### src/rtl/iatan2_pkg.sv
// Shared constants for the iatan2 vectoring CORDIC: widths, FSM encoding and
// the arctangent table in Furmans (1/65536 of a circle).
package iatan2_pkg;

  localparam int unsigned IN_W     = 16;
  localparam int unsigned ANG_W    = 16;
  localparam int unsigned MAG_W    = 17;
  localparam int unsigned XW_DEF   = 18;
  localparam int unsigned ITER_MAX = 14;
  localparam int unsigned CNT_W    = 4;

  typedef enum logic [1:0] {
    ST_IDLE = 2'd0,
    ST_RUN  = 2'd1,
    ST_DONE = 2'd2
  } state_e;

  localparam logic [ANG_W-1:0] HALF_TURN = 16'h8000;

  // atan(2^-i) in Furmans; element 0 is the rightmost entry
  localparam logic [ITER_MAX-1:0][ANG_W-1:0] ATAN_TAB = {
    16'd1,    16'd3,    16'd5,    16'd10,   16'd20,   16'd41,   16'd81,
    16'd163,  16'd326,  16'd651,  16'd1297, 16'd2555, 16'd4836, 16'd8192
  };

endpackage

### src/rtl/iatan2_cordic_if.sv
// Valid/ready input vector and result channels of the iatan2 CORDIC.
interface iatan2_cordic_if;
  import iatan2_pkg::*;

  logic                    in_valid;
  logic                    in_ready;
  logic signed [IN_W-1:0]  in_x;
  logic signed [IN_W-1:0]  in_y;
  logic                    out_valid;
  logic                    out_ready;
  logic [ANG_W-1:0]        out_angle;
  logic [MAG_W-1:0]        out_mag;

  modport master (
    output in_valid, in_x, in_y, out_ready,
    input  in_ready, out_valid, out_angle, out_mag
  );

  modport slave (
    input  in_valid, in_x, in_y, out_ready,
    output in_ready, out_valid, out_angle, out_mag
  );

endinterface

### src/rtl/iatan2_stage.sv
// One combinational vectoring micro-rotation: drives y toward zero and
// accumulates the rotated angle in z.
module iatan2_stage
  import iatan2_pkg::*;
#(
  parameter int unsigned XW = XW_DEF
) (
  input  logic signed [XW-1:0] x_i,
  input  logic signed [XW-1:0] y_i,
  input  logic [ANG_W-1:0]     z_i,
  input  logic [CNT_W-1:0]     shift_i,
  input  logic [ANG_W-1:0]     atan_i,
  output logic signed [XW-1:0] x_o,
  output logic signed [XW-1:0] y_o,
  output logic [ANG_W-1:0]     z_o
);

  logic signed [XW-1:0] xs;
  logic signed [XW-1:0] ys;

  assign xs = x_i >>> shift_i;
  assign ys = y_i >>> shift_i;

  always_comb begin
    if (!y_i[XW-1]) begin
      x_o = x_i + ys;
      y_o = y_i - xs;
      z_o = z_i + atan_i;
    end else begin
      x_o = x_i - ys;
      y_o = y_i + xs;
      z_o = z_i - atan_i;
    end
  end

endmodule

### src/rtl/iatan2_cordic.sv
// Iterative atan2/magnitude CORDIC: one micro-rotation per clock between an
// input vector handshake and a held result handshake.
module iatan2_cordic
  import iatan2_pkg::*;
#(
  parameter int unsigned ITER = 14,
  parameter int unsigned XW   = XW_DEF
) (
  input  logic           clk,
  input  logic           rst_n,
  iatan2_cordic_if.slave bus
);

  state_e               state_q, state_d;
  logic signed [XW-1:0] x_q, x_d, y_q, y_d;
  logic [ANG_W-1:0]     z_q, z_d;
  logic [CNT_W-1:0]     cnt_q, cnt_d;
  logic                 in_ready_q, in_ready_d;
  logic                 out_valid_q, out_valid_d;
  logic [ANG_W-1:0]     out_angle_q, out_angle_d;
  logic [MAG_W-1:0]     out_mag_q, out_mag_d;

  logic                 accept_c;
  logic                 last_c;
  logic signed [XW-1:0] x_ext, y_ext;
  logic signed [XW-1:0] st_x, st_y;
  logic [ANG_W-1:0]     st_z;

  assign accept_c = (state_q == ST_IDLE) && in_ready_q && bus.in_valid;
  assign last_c   = (cnt_q == CNT_W'(ITER - 1));
  assign x_ext    = {{(XW-IN_W){bus.in_x[IN_W-1]}}, bus.in_x};
  assign y_ext    = {{(XW-IN_W){bus.in_y[IN_W-1]}}, bus.in_y};

  iatan2_stage #(.XW(XW)) u_stage (
    .x_i     (x_q),
    .y_i     (y_q),
    .z_i     (z_q),
    .shift_i (cnt_q),
    .atan_i  (ATAN_TAB[cnt_q]),
    .x_o     (st_x),
    .y_o     (st_y),
    .z_o     (st_z)
  );

  always_ff @(posedge clk or negedge rst_n) begin
    if (!rst_n) state_q <= ST_IDLE;
    else        state_q <= state_d;
  end

  always_comb begin
    state_d = state_q;
    unique case (state_q)
      ST_IDLE: if (accept_c)      state_d = ST_RUN;
      ST_RUN:  if (last_c)        state_d = ST_DONE;
      ST_DONE: if (bus.out_ready) state_d = ST_IDLE;
      default:                    state_d = ST_IDLE;
    endcase
  end

  // Datapath and registered-output next values
  always_comb begin
    x_d         = x_q;
    y_d         = y_q;
    z_d         = z_q;
    cnt_d       = cnt_q;
    out_angle_d = out_angle_q;
    out_mag_d   = out_mag_q;
    in_ready_d  = (state_d == ST_IDLE);
    out_valid_d = (state_d == ST_DONE);
    unique case (state_q)
      ST_IDLE: begin
        if (accept_c) begin
          // Left half-plane vectors are pre-rotated by 180 degrees
          if (bus.in_x[IN_W-1]) begin
            x_d = -x_ext;
            y_d = -y_ext;
            z_d = HALF_TURN;
          end else begin
            x_d = x_ext;
            y_d = y_ext;
            z_d = '0;
          end
          cnt_d = '0;
        end
      end
      ST_RUN: begin
        x_d   = st_x;
        y_d   = st_y;
        z_d   = st_z;
        cnt_d = cnt_q + CNT_W'(1);
        if (last_c) begin
          out_angle_d = st_z;
          out_mag_d   = st_x[MAG_W-1:0];
        end
      end
      default: ;
    endcase
  end

  always_ff @(posedge clk or negedge rst_n) begin
    if (!rst_n) begin
      x_q         <= '0;
      y_q         <= '0;
      z_q         <= '0;
      cnt_q       <= '0;
      in_ready_q  <= 1'b0;
      out_valid_q <= 1'b0;
      out_angle_q <= '0;
      out_mag_q   <= '0;
    end else begin
      x_q         <= x_d;
      y_q         <= y_d;
      z_q         <= z_d;
      cnt_q       <= cnt_d;
      in_ready_q  <= in_ready_d;
      out_valid_q <= out_valid_d;
      out_angle_q <= out_angle_d;
      out_mag_q   <= out_mag_d;
    end
  end

  assign bus.in_ready  = in_ready_q;
  assign bus.out_valid = out_valid_q;
  assign bus.out_angle = out_angle_q;
  assign bus.out_mag   = out_mag_q;

endmodule
### src/flat_wrapper.sv
// flat-port wrapper written by rule: the top's interface ports become plain ports
module iatan2_cordic_flat import iatan2_pkg::*;
#(
  parameter int unsigned ITER = 14,
  parameter int unsigned XW   = XW_DEF
)
  (clk, rst_n, bus_in_valid, bus_in_x, bus_in_y, bus_out_ready, bus_in_ready, bus_out_valid, bus_out_angle, bus_out_mag);
  iatan2_cordic_if bus_i ();
  input  logic clk;
  input  logic rst_n;
  input wire logic [$bits(bus_i.in_valid)-1:0] bus_in_valid;
  input wire logic [$bits(bus_i.in_x)-1:0] bus_in_x;
  input wire logic [$bits(bus_i.in_y)-1:0] bus_in_y;
  input wire logic [$bits(bus_i.out_ready)-1:0] bus_out_ready;
  output wire logic [$bits(bus_i.in_ready)-1:0] bus_in_ready;
  output wire logic [$bits(bus_i.out_valid)-1:0] bus_out_valid;
  output wire logic [$bits(bus_i.out_angle)-1:0] bus_out_angle;
  output wire logic [$bits(bus_i.out_mag)-1:0] bus_out_mag;
  assign bus_i.in_valid = bus_in_valid;
  assign bus_i.in_x = bus_in_x;
  assign bus_i.in_y = bus_in_y;
  assign bus_i.out_ready = bus_out_ready;
  assign bus_in_ready = bus_i.in_ready;
  assign bus_out_valid = bus_i.out_valid;
  assign bus_out_angle = bus_i.out_angle;
  assign bus_out_mag = bus_i.out_mag;
  iatan2_cordic #(.ITER(ITER), .XW(XW)) u_core (.clk(clk), .rst_n(rst_n), .bus(bus_i));
endmodule
### config.mk
export PLATFORM = sky130hd
export DESIGN_NAME = iatan2_cordic_flat
export DESIGN_NICKNAME = d
export VERILOG_FILES = /design/src/rtl/iatan2_pkg.sv /design/src/rtl/iatan2_cordic_if.sv /design/src/rtl/iatan2_stage.sv /design/src/rtl/iatan2_cordic.sv /design/src/flat_wrapper.sv
export SDC_FILE = /design/constraint.sdc
export NUM_CORES = 1
export LEC_CHECK = 0
export CORE_UTILIZATION = 35
export DETAILED_ROUTE_END_ITERATION = 10
export PLACE_DENSITY = 0.63
export SLEW_MARGIN = 20
export SYNTH_ARGS = -nofsm -noshare
export SYNTH_HDL_FRONTEND = slang
export SYNTH_SLANG_ARGS = --single-unit
### constraint.sdc
create_clock -name clk -period 15.67 [get_ports clk]
set_input_delay 3.9175 -clock clk [delete_from_list [all_inputs] [get_ports clk]]
set_output_delay 3.9175 -clock clk [all_outputs]
set_load 0.02 [all_outputs]
Yosys cells after proc, flatten, opt, wreduce, memory -nomap -nowiden
Memory sizes are Yosys's and may differ from the RTL's.
Index checks and enable logic that the tools add are counted.
{ "totals": {"regBits": 93, "romBits": 256, "inputBits": 36, "out_inout_bits": 35, "word_cells": 53, "mem_count": 1} }
{ "op_classes": {"addsub": 9, "n_lt_le_gt_ge": 1, "eq_ne": 5, "shift": 2, "n_mux": 19, "n_reduce_logical": 7} }
{ "memory_table": {"columns": ["name", "depth", "word_bits", "read_ports", "rd_clocked_by_memory_dff", "wr", "line_no", "source"], "rows": [
  ["(name not given)", 16, 16, 1, 0, 0, "iatan2_cordic.sv:39", ".atan_i (ATAN_TAB[cnt_q]),"]
]} }
{ "op_table": {"columns": ["cell", "count"], "rows": [
  ["two-way mux 18 bit", 6],
  ["case mux 18 bit (2 select lines)", 2],
  ["two-way mux 16 bit", 4],
  ["adder 18 bit", 2],
  ["negation 16 -> 18 bit", 2],
  [">>> shifter 18 x 4 -> 18 bit", 2],
  ["subtractor 18 bit", 2],
  ["case mux 16 bit (2 select lines)", 1],
  ["adder 16 bit", 1],
  ["subtractor 16 bit", 1],
  ["case mux 4 bit (2 select lines)", 1],
  ["two-way mux 2 bit", 3],
  ["case mux 2 bit (3 select lines)", 1],
  ["less-than comparator 4 x 5 -> 1 bit, second input constant", 1],
  ["adder 4 x 1 -> 4 bit, second input constant", 1],
  ["== test 2 bit, second input constant", 2],
  ["== test 4 bit, second input constant", 1],
  ["zero test 2 bit", 2],
  ["two-way mux 4 bit", 1],
  ["AND reduction 2 bit", 2],
  ["== test 2 x 1 -> 1 bit, second input constant", 1],
  ["logical AND 1 bit", 2],
  ["!= test 2 x 1 -> 1 bit, second input constant", 1],
  ["nonzero test 2 bit", 1]
]} }

Longest topological paths before layout
Gate-level depths: netlist of the first run.
{ "logic_depth": {"word_depth": 6, "depth_mapped": 26, "depth_no_buf": 22} }

Modules after synthesis
Synthesis of the first run repeated with hierarchy kept, for this count alone.
{ "hier_totals": {"cells_unflattened": 1105, "hier_area_um2": 9654.3} }
{ "modules_own_cells": {"columns": ["mod", "n_inst", "cells_per_inst", "area_each_um2", "seq_area_each_um2"], "rows": [
  ["iatan2_stage", 1, 641, 4973.5, 0.0],
  ["iatan2_cordic", 1, 464, 4680.7, 2327.2]
]} }

Worst setup path after synthesis of the first run
Ideal clock, no wire load.
{ "synth_timing": {"kind": "input -> register", "startpoint": "input bus_in_y[10]", "endpoint": "register u_core.y_q[15]", "setup_ns": 0.133, "arrival_time_ns": 5.558, "required_ns": 15.537, "path_slack_ns": 9.979, "cell_stages": 7, "n_path_buf": 0, "cell_sequence": "or4_1 > or4_1 > o31ai_1 > nor2_1 > nand3b_1 > o211ai_1 > o21ai_0"} }
{ "synth_via": {"elab_chain_cells": 4} }
{ "synth_rtl": {"columns": ["item", "line_no", "source"], "rows": [
  ["start: declaration", "flat_wrapper.sv:13", "input wire logic [$bits(bus_i.in_y)-1:0] bus_in_y;"],
  ["negation 16 -> 18 bit", "iatan2_cordic.sv:76", "y_d = -y_ext;"],
  ["two-way mux 18 bit", "iatan2_cordic.sv:74", "if (bus.in_x[IN_W-1]) begin"],
  ["two-way mux 18 bit", "iatan2_cordic.sv:72", "if (accept_c) begin"],
  ["case mux 18 bit (2 select lines)", "iatan2_cordic.sv:70", "unique case (state_q)"],
  ["end signal: assignment", "iatan2_cordic.sv:112", "y_q <= y_d;"],
  ["end: declaration", "iatan2_cordic.sv:15", "logic signed [XW-1:0] x_q, x_d, y_q, y_d;"]
]} }
No other way between the ends. The select of a mux whose other input is x is not followed.
A chain may end at the register's enable or synchronous reset.

Worst setup path after layout of the first run
{ "layout_timing": {"startpoint": "register u_core.cnt_q[0]", "endpoint": "register u_core.x_q[17]"} }
{ "layout_via": {"elab_chain_cells": 4, "word_cells_on_any_way": 5, "classes_between": "add/sub: 2; shift: 1; mux: 2"} }
{ "layout_rtl": {"columns": ["item", "line_no", "source"], "rows": [
  ["start: declaration", "iatan2_cordic.sv:17", "logic [CNT_W-1:0] cnt_q, cnt_d;"],
  ["start signal: assignment", "iatan2_cordic.sv:114", "cnt_q <= cnt_d;"],
  [">>> shifter 18 x 4 -> 18 bit *", "iatan2_stage.sv:22", "assign ys = y_i >>> shift_i;"],
  ["adder 18 bit / subtractor 18 bit (equally long branches)", "iatan2_stage.sv:26, iatan2_stage.sv:30", null],
  ["two-way mux 18 bit *", "iatan2_stage.sv:25", "if (!y_i[XW-1]) begin"],
  ["case mux 18 bit (2 select lines) *", "iatan2_cordic.sv:70", null],
  ["end signal: assignment", "iatan2_cordic.sv:102", "x_q <= '0;"],
  ["end signal: assignment", "iatan2_cordic.sv:111", "x_q <= x_d;"],
  ["end: declaration", "iatan2_cordic.sv:15", null]
]} }
Every way passes the cells marked *; elsewhere a longest branch is shown, timed or not.

==> results.toml, run 1 <==
[worst_setup_path]
regToRegSetupSlack_ns = 9.63
end_kind = "flop"
startpoint_type = "flop"
worst-r2r-cell-count = 20
crit_chain = "buf_4 > mux2_2 > mux4_2 > a21oi_2 > o2111ai_2 > nor3b_1 > and2_1 > a21oi_1 > xnor2_1 > o21ai_0 > ha_1 > a21o_1 > nor3_1 > nand4_1 > nand2_1 > o31ai_1 > o41ai_1 > xnor2_1 > o21ba_2 > a31oi_1"
cp.arrival_ns = 6.33
max_stage_delay_ns = 0.87
crit_slowest_cell = "dfrtp_2"
worstReg2RegStart = "u_core.cnt_q[0]$_DFFE_PN0P_"
crit_required_ns = 15.96
worstPathMaxFanout = 35
critPathKind = "reg2reg"
crit_top_cell = "xnor2_1"
crit_start = "u_core.cnt_q[0]$_DFFE_PN0P_"
r2r-end = "u_core.x_q[17]$_DFFE_PN0P_"

[synthesis]
synth_top_area_cell = "dfrtp_1"
synth_cells = 1121
yosysMostFrequentCell = "nand2_1"
synth_edf_count = 0
yosysTopAreaCellShare_pct = 23.77
synth_warnings = 0
async_flop_share_pct = 100.0
synthTopCellsByCount = "nand2_1 (110), o21ai_0 (107), dfrtp_1 (93)"
ys.flop_type = "dfrtp_1"
yosys-top-cells-area = "dfrtp_1 (24%), mux4_2 (8.5%), ha_1 (7.7%), o21ai_0 (5.5%), xnor2_1 (5.0%)"
synth_nets = 1220
synth_area_um2 = 9789
synth_area_per_cell_um2 = 8.733
synth.distinct_cells = 81
synth-seq-cells = 93
synth_seq_area_share_pct = 23.77

[drt]
drt_wl_total_um = 27290
drt-pass1-iter-count = 8
wl_per_cell_um = 17.89
via_per_inst = 5.703
dr_total_vias = 8697
drc_errors = 0
drtIter0Drc = 734
drtAntennaViolNets = 0

[timing]
final_hold_viol_count = 0
finalCriticalPeriod_ns = 6.044
fin_skew_ns = 0.01323
slew_violations = 0
relSlewSlack_pct = 36.66
setup_tns_ns = 0
finalSetupViolations = 0
rsz0062_at_grt = "no"
min_period_over_period_pct = 38.57
fmax_mhz = 165.5
worst_pin_slew_ns = 0.9467

[grt]
antenna_found_initial = 0
overflow = 0
gr-usage-all-layers_pct = 19.15
grt_pass1_vias = 8131
grt_start_max_net_pins = 73
grt_pass1_wl_um = 43590

[cells_and_area]
drive_above_1_share_pct = 10.67
nNetsFinal = 1247
fill_cells = 2784
final_cells = 1525
diodes = 0
area_growth_syn_to_layout_pct = 12.87

[run_status]
outcome = "complete, no violations"

[min_path]
hold_end = "u_core.bus.out_angle[1]$_DFFE_PN0P_"
hold_path_depth = 2
hold_start = "u_core.bus.out_angle[1]$_DFFE_PN0P_"
hp-class = "reg2reg"

[floorplan]
die_x_um = 169.2
rows = 60
ios = 71
initial_core_util_pct = 36.02
dieHeight_um = 169.2
coreArea_um2 = 27180
dieArea_um2 = 28640

[clock_network]
insertion_delay_ns = 0.37
clockBufferDepth = 2
cts_tree = "done"
htree_levels = 3
cts_resized = 0
ctsHoldBuffers = 0
cts-buffers-inserted = 9
post_cts_buffers = 0
cts-root-buf = "clkbuf_16"
clkTransAtPathRegs_ns = 0.08
cts.sinks = 93

[placement]
hpwlAfterDp_um = 20180
port_buffers = 70
post-place-cells = 1509
place_congestion = 0.8801

[run]
maxCapViolations = 0
state kept, by name, indices dropped and copies added (netlist names):
name	flops
u_core.y_q	18
u_core.state_q	2
u_core.cnt_q	4
u_core.bus.in_ready	1
u_core.bus.out_mag	17
u_core.bus.out_angle	16
u_core.bus.out_valid	1
u_core.z_q	16
u_core.x_q	18
cell type report:
cell class / count / area, µm² / area share [%]
inverters: 30 / 112.6 / 1.019
well taps: 372 / 465.4 / 4.212
repair buffers: 82 / 783.3 / 7.089
clock inverters: 7 / 77.57 / 0.7021
multi-input cells: 932 / 7056 / 63.85
clock buffers: 9 / 225.2 / 2.038
flip-flops and latches: 93 / 2330 / 21.08
how the worst max path moves through the flow:
stage                     slack, ns                          to  cells after the start
after global routing           9.18  u_core.x_q[17]$_DFFE_PN0P_                     20
after global placement         9.38  u_core.x_q[14]$_DFFE_PN0P_                      8
after detailed placement       9.35  u_core.y_q[15]$_DFFE_PN0P_                      8
final                          9.63  u_core.x_q[17]$_DFFE_PN0P_                     20
after CTS                      9.63  u_core.x_q[17]$_DFFE_PN0P_                     20
after floorplan                9.98  u_core.y_q[15]$_DFFE_PN0P_                      7
cell families after synthesis:
group                      Yosys count  share of synthesized area [%]
muxes                              105                          17.09
DFF                                 93                          23.77
buffers and inverters               96                          4.282
adders and majority gates           63                          8.282
and+or+nand+nor                    341                          16.59
AOI/OAI and AO/OA                  321                          20.86
xor gates and xnor gates           102                          9.126
per-stage QoR:
stage | worst slack, ns | hold WS, ns | area, µm² | utilization [%]
after floorplan | 9.979 | 0.4564 | 9789 | -
after global placement | 9.384 | 0.4628 | 10750 | 39.56
after detailed placement | 9.354 | 0.4699 | 10750 | 39.56
after CTS | 9.628 | 0.4880 | 11050 | 40.68
after global routing | 9.182 | 0.5114 | 11050 | 40.66
final | 9.626 | 0.4776 | 11050 | 40.66
routing by layer:
layer,track usage [%],vias to the layer above,part of all wire [%]
li1,-,4196,-
met2,32.08,275,48
met1,25.38,4187,45
met4,7.246,0,2.8
met3,2.029,39,4.6
met5,0,-,0
placed cells by master, fill, tap and decap left out, types with 13 or more instances in the layout:
cell               n
nand2_1          109
o21ai_0          107
dfrtp_1           91
nor2_1            89
clkdlybuf4s50_1   68
ha_1              60
a21oi_1           59
xnor2_1           56
xor2_1            46
mux4_2            37
mux2_2            31
nand3_1           30
mux2i_1           28
inv_1             27
nor3_1            24
a31oi_1           19
o211ai_1          18
nor2b_1           17
a21o_1            16
o31ai_1           14
and3_1            13
buf_4             13
worst max-delay path: cells and delay by family (launching register included):
| kind | cells | cell delay [ns] |
|---|---|---|
| xor+xnor | 2 | 0.31 |
| compound gates | 9 | 1.86 |
| flops | 1 | 0.87 |
| mux | 2 | 0.98 |
| fa+ha+maj | 1 | 0.35 |
| buf+inv | 1 | 0.55 |
| simple gates | 5 | 0.99 |
Power of run 1 is left out: the tool's default activity adds up to more than one toggle a clock period on the data nets, which glitch-free logic cannot reach.
==> run 2, diff against run 1 <==
==> constraint.sdc (replaced) <==
create_clock -name clk -period 5.96 [get_ports clk]
set_input_delay 1.49 -clock clk [delete_from_list [all_inputs] [get_ports clk]]
set_output_delay 1.49 -clock clk [all_outputs]
set_load 0.02 [all_outputs]
==> results.toml, run 2 (synthesized netlist as in run 1, its figures left out) <==
[clock_network]
cts.sinks = 93
cts_resized = 0
cts_tree = "done"
htree_levels = 3
cts-root-buf = "clkbuf_16"
ctsHoldBuffers = 0
clkTransAtPathRegs_ns = 0.07
cts-buffers-inserted = 9
insertion_delay_ns = 0.36
post_cts_buffers = 0
clockBufferDepth = 2

[worst_setup_path]
critPathKind = "reg2reg"
crit_required_ns = 6.22
worstReg2RegStart = "u_core.cnt_q[0]$_DFFE_PN0P_"
worstPathMaxFanout = 32
end_kind = "flop"
crit_start = "u_core.cnt_q[0]$_DFFE_PN0P_"
startpoint_type = "flop"
cp.arrival_ns = 5.53

[cells_and_area]
diodes = 0
layout_commonest_cell = "nand2_1"
area_growth_syn_to_layout_pct = 13.50
most-common-layout-cells = "nand2_1 (109), o21ai_0 (107), dfrtp_1 (91)"
nNetsFinal = 1256
fill_cells = 2746
drive_above_1_share_pct = 11.19
final_core_util_pct = 40.88

[timing]
setup_tns_ns = 0
slew_violations = 0
relSlewSlack_pct = 36.53
worst_slack_ns = 0.6876
fin_skew_ns = 0.009991
finalSetupViolations = 0
worst_pin_slew_ns = 0.9487
hold_slack_ns = 0.4824
rsz0062_at_grt = "no"
fmax_mhz = 189.7
finalCriticalPeriod_ns = 5.272
final_hold_viol_count = 0
min_period_over_period_pct = 88.46

[min_path]
hp-class = "reg2reg"
hold_start = "u_core.bus.out_angle[1]$_DFFE_PN0P_"

[drt]
wl_per_cell_um = 17.94
via_per_inst = 5.741
dr_total_vias = 8806
drc_errors = 0
drtAntennaViolNets = 0
drt_wl_total_um = 27520
drtIter0Drc = 791
drt-pass1-iter-count = 5

[grt]
grt_pass1_wl_um = 44840
grt_pass1_vias = 8356
grt_start_max_net_pins = 59
overflow = 0
gr-usage-all-layers_pct = 19.62
antenna_found_initial = 0

[placement]
port_buffers = 70
place_congestion = 0.9103
hpwlAfterDp_um = 20540
dp_slack_ns = 0.6847

[floorplan]
initial_core_util_pct = 36.02
dieHeight_um = 169.2
dieArea_um2 = 28640
ios = 71
die_x_um = 169.2
coreArea_um2 = 27180
rows = 60

[run_status]
outcome = "complete, no violations"

[run]
maxCapViolations = 0
[run 2: stage by stage]
step           area (µm²)  instances
2_1_floorplan        9789       1121
3_3_place_gp        10820       1518
6_report            11110       1534
3_5_place_dp        10820       1518
4_1_cts             11110       1534
5_1_grt             11110       1534
[run 2: path summary, 6_finish.rpt]
check                                                            to  slack, ns  cells after the start
worst max-delay path                     u_core.y_q[14]$_DFFE_PN0P_       0.69                     15
worst min-delay path            u_core.bus.out_angle[1]$_DFFE_PN0P_       0.48                      2
worst max register to register           u_core.y_q[14]$_DFFE_PN0P_       0.69                     15
worst min register to register  u_core.bus.out_angle[1]$_DFFE_PN0P_       0.48                      2
max in group asynchronous               u_core.cnt_q[0]$_DFFE_PN0P_       3.72                      2
min in group asynchronous         u_core.bus.out_mag[0]$_DFFE_PN0P_       1.10                      1
[run 2: area by class of cell]
class	count	area, µm²	area share [%]
clock buffers	10	229.0	2.061
clock inverters	6	62.56	0.5631
inverters	30	112.6	1.014
multi-input cells	932	7056	63.50
flip-flops and latches	93	2330	20.97
well taps	372	465.4	4.189
repair buffers	91	855.8	7.703
[run 2: routing by layer]
layer	routed length [µm]	vias up	GRT usage [%]
met5	0	-	0
met1	11980	4245	25.51
met4	1009	0	8.343
met2	13190	286	32.81
met3	1345	55	2.402
li1	-	4220	-
[run 2: critical path, stage by stage (launching register included)]
cell and delay, ns:
dfrtp_2 0.71, buf_4 0.52, mux4_1 0.70, mux4_1 0.62, nor3_1 0.18, a21oi_1 0.10, xor2_1 0.15, ha_1 0.32
a211oi_1 0.31, a21boi_0 0.27, o21bai_1 0.15, a211oi_1 0.40, o21ai_0 0.17, a31oi_1 0.22, xor2_1 0.09, a221oi_1 0.24
Power of run 2 is left out for the same reason.
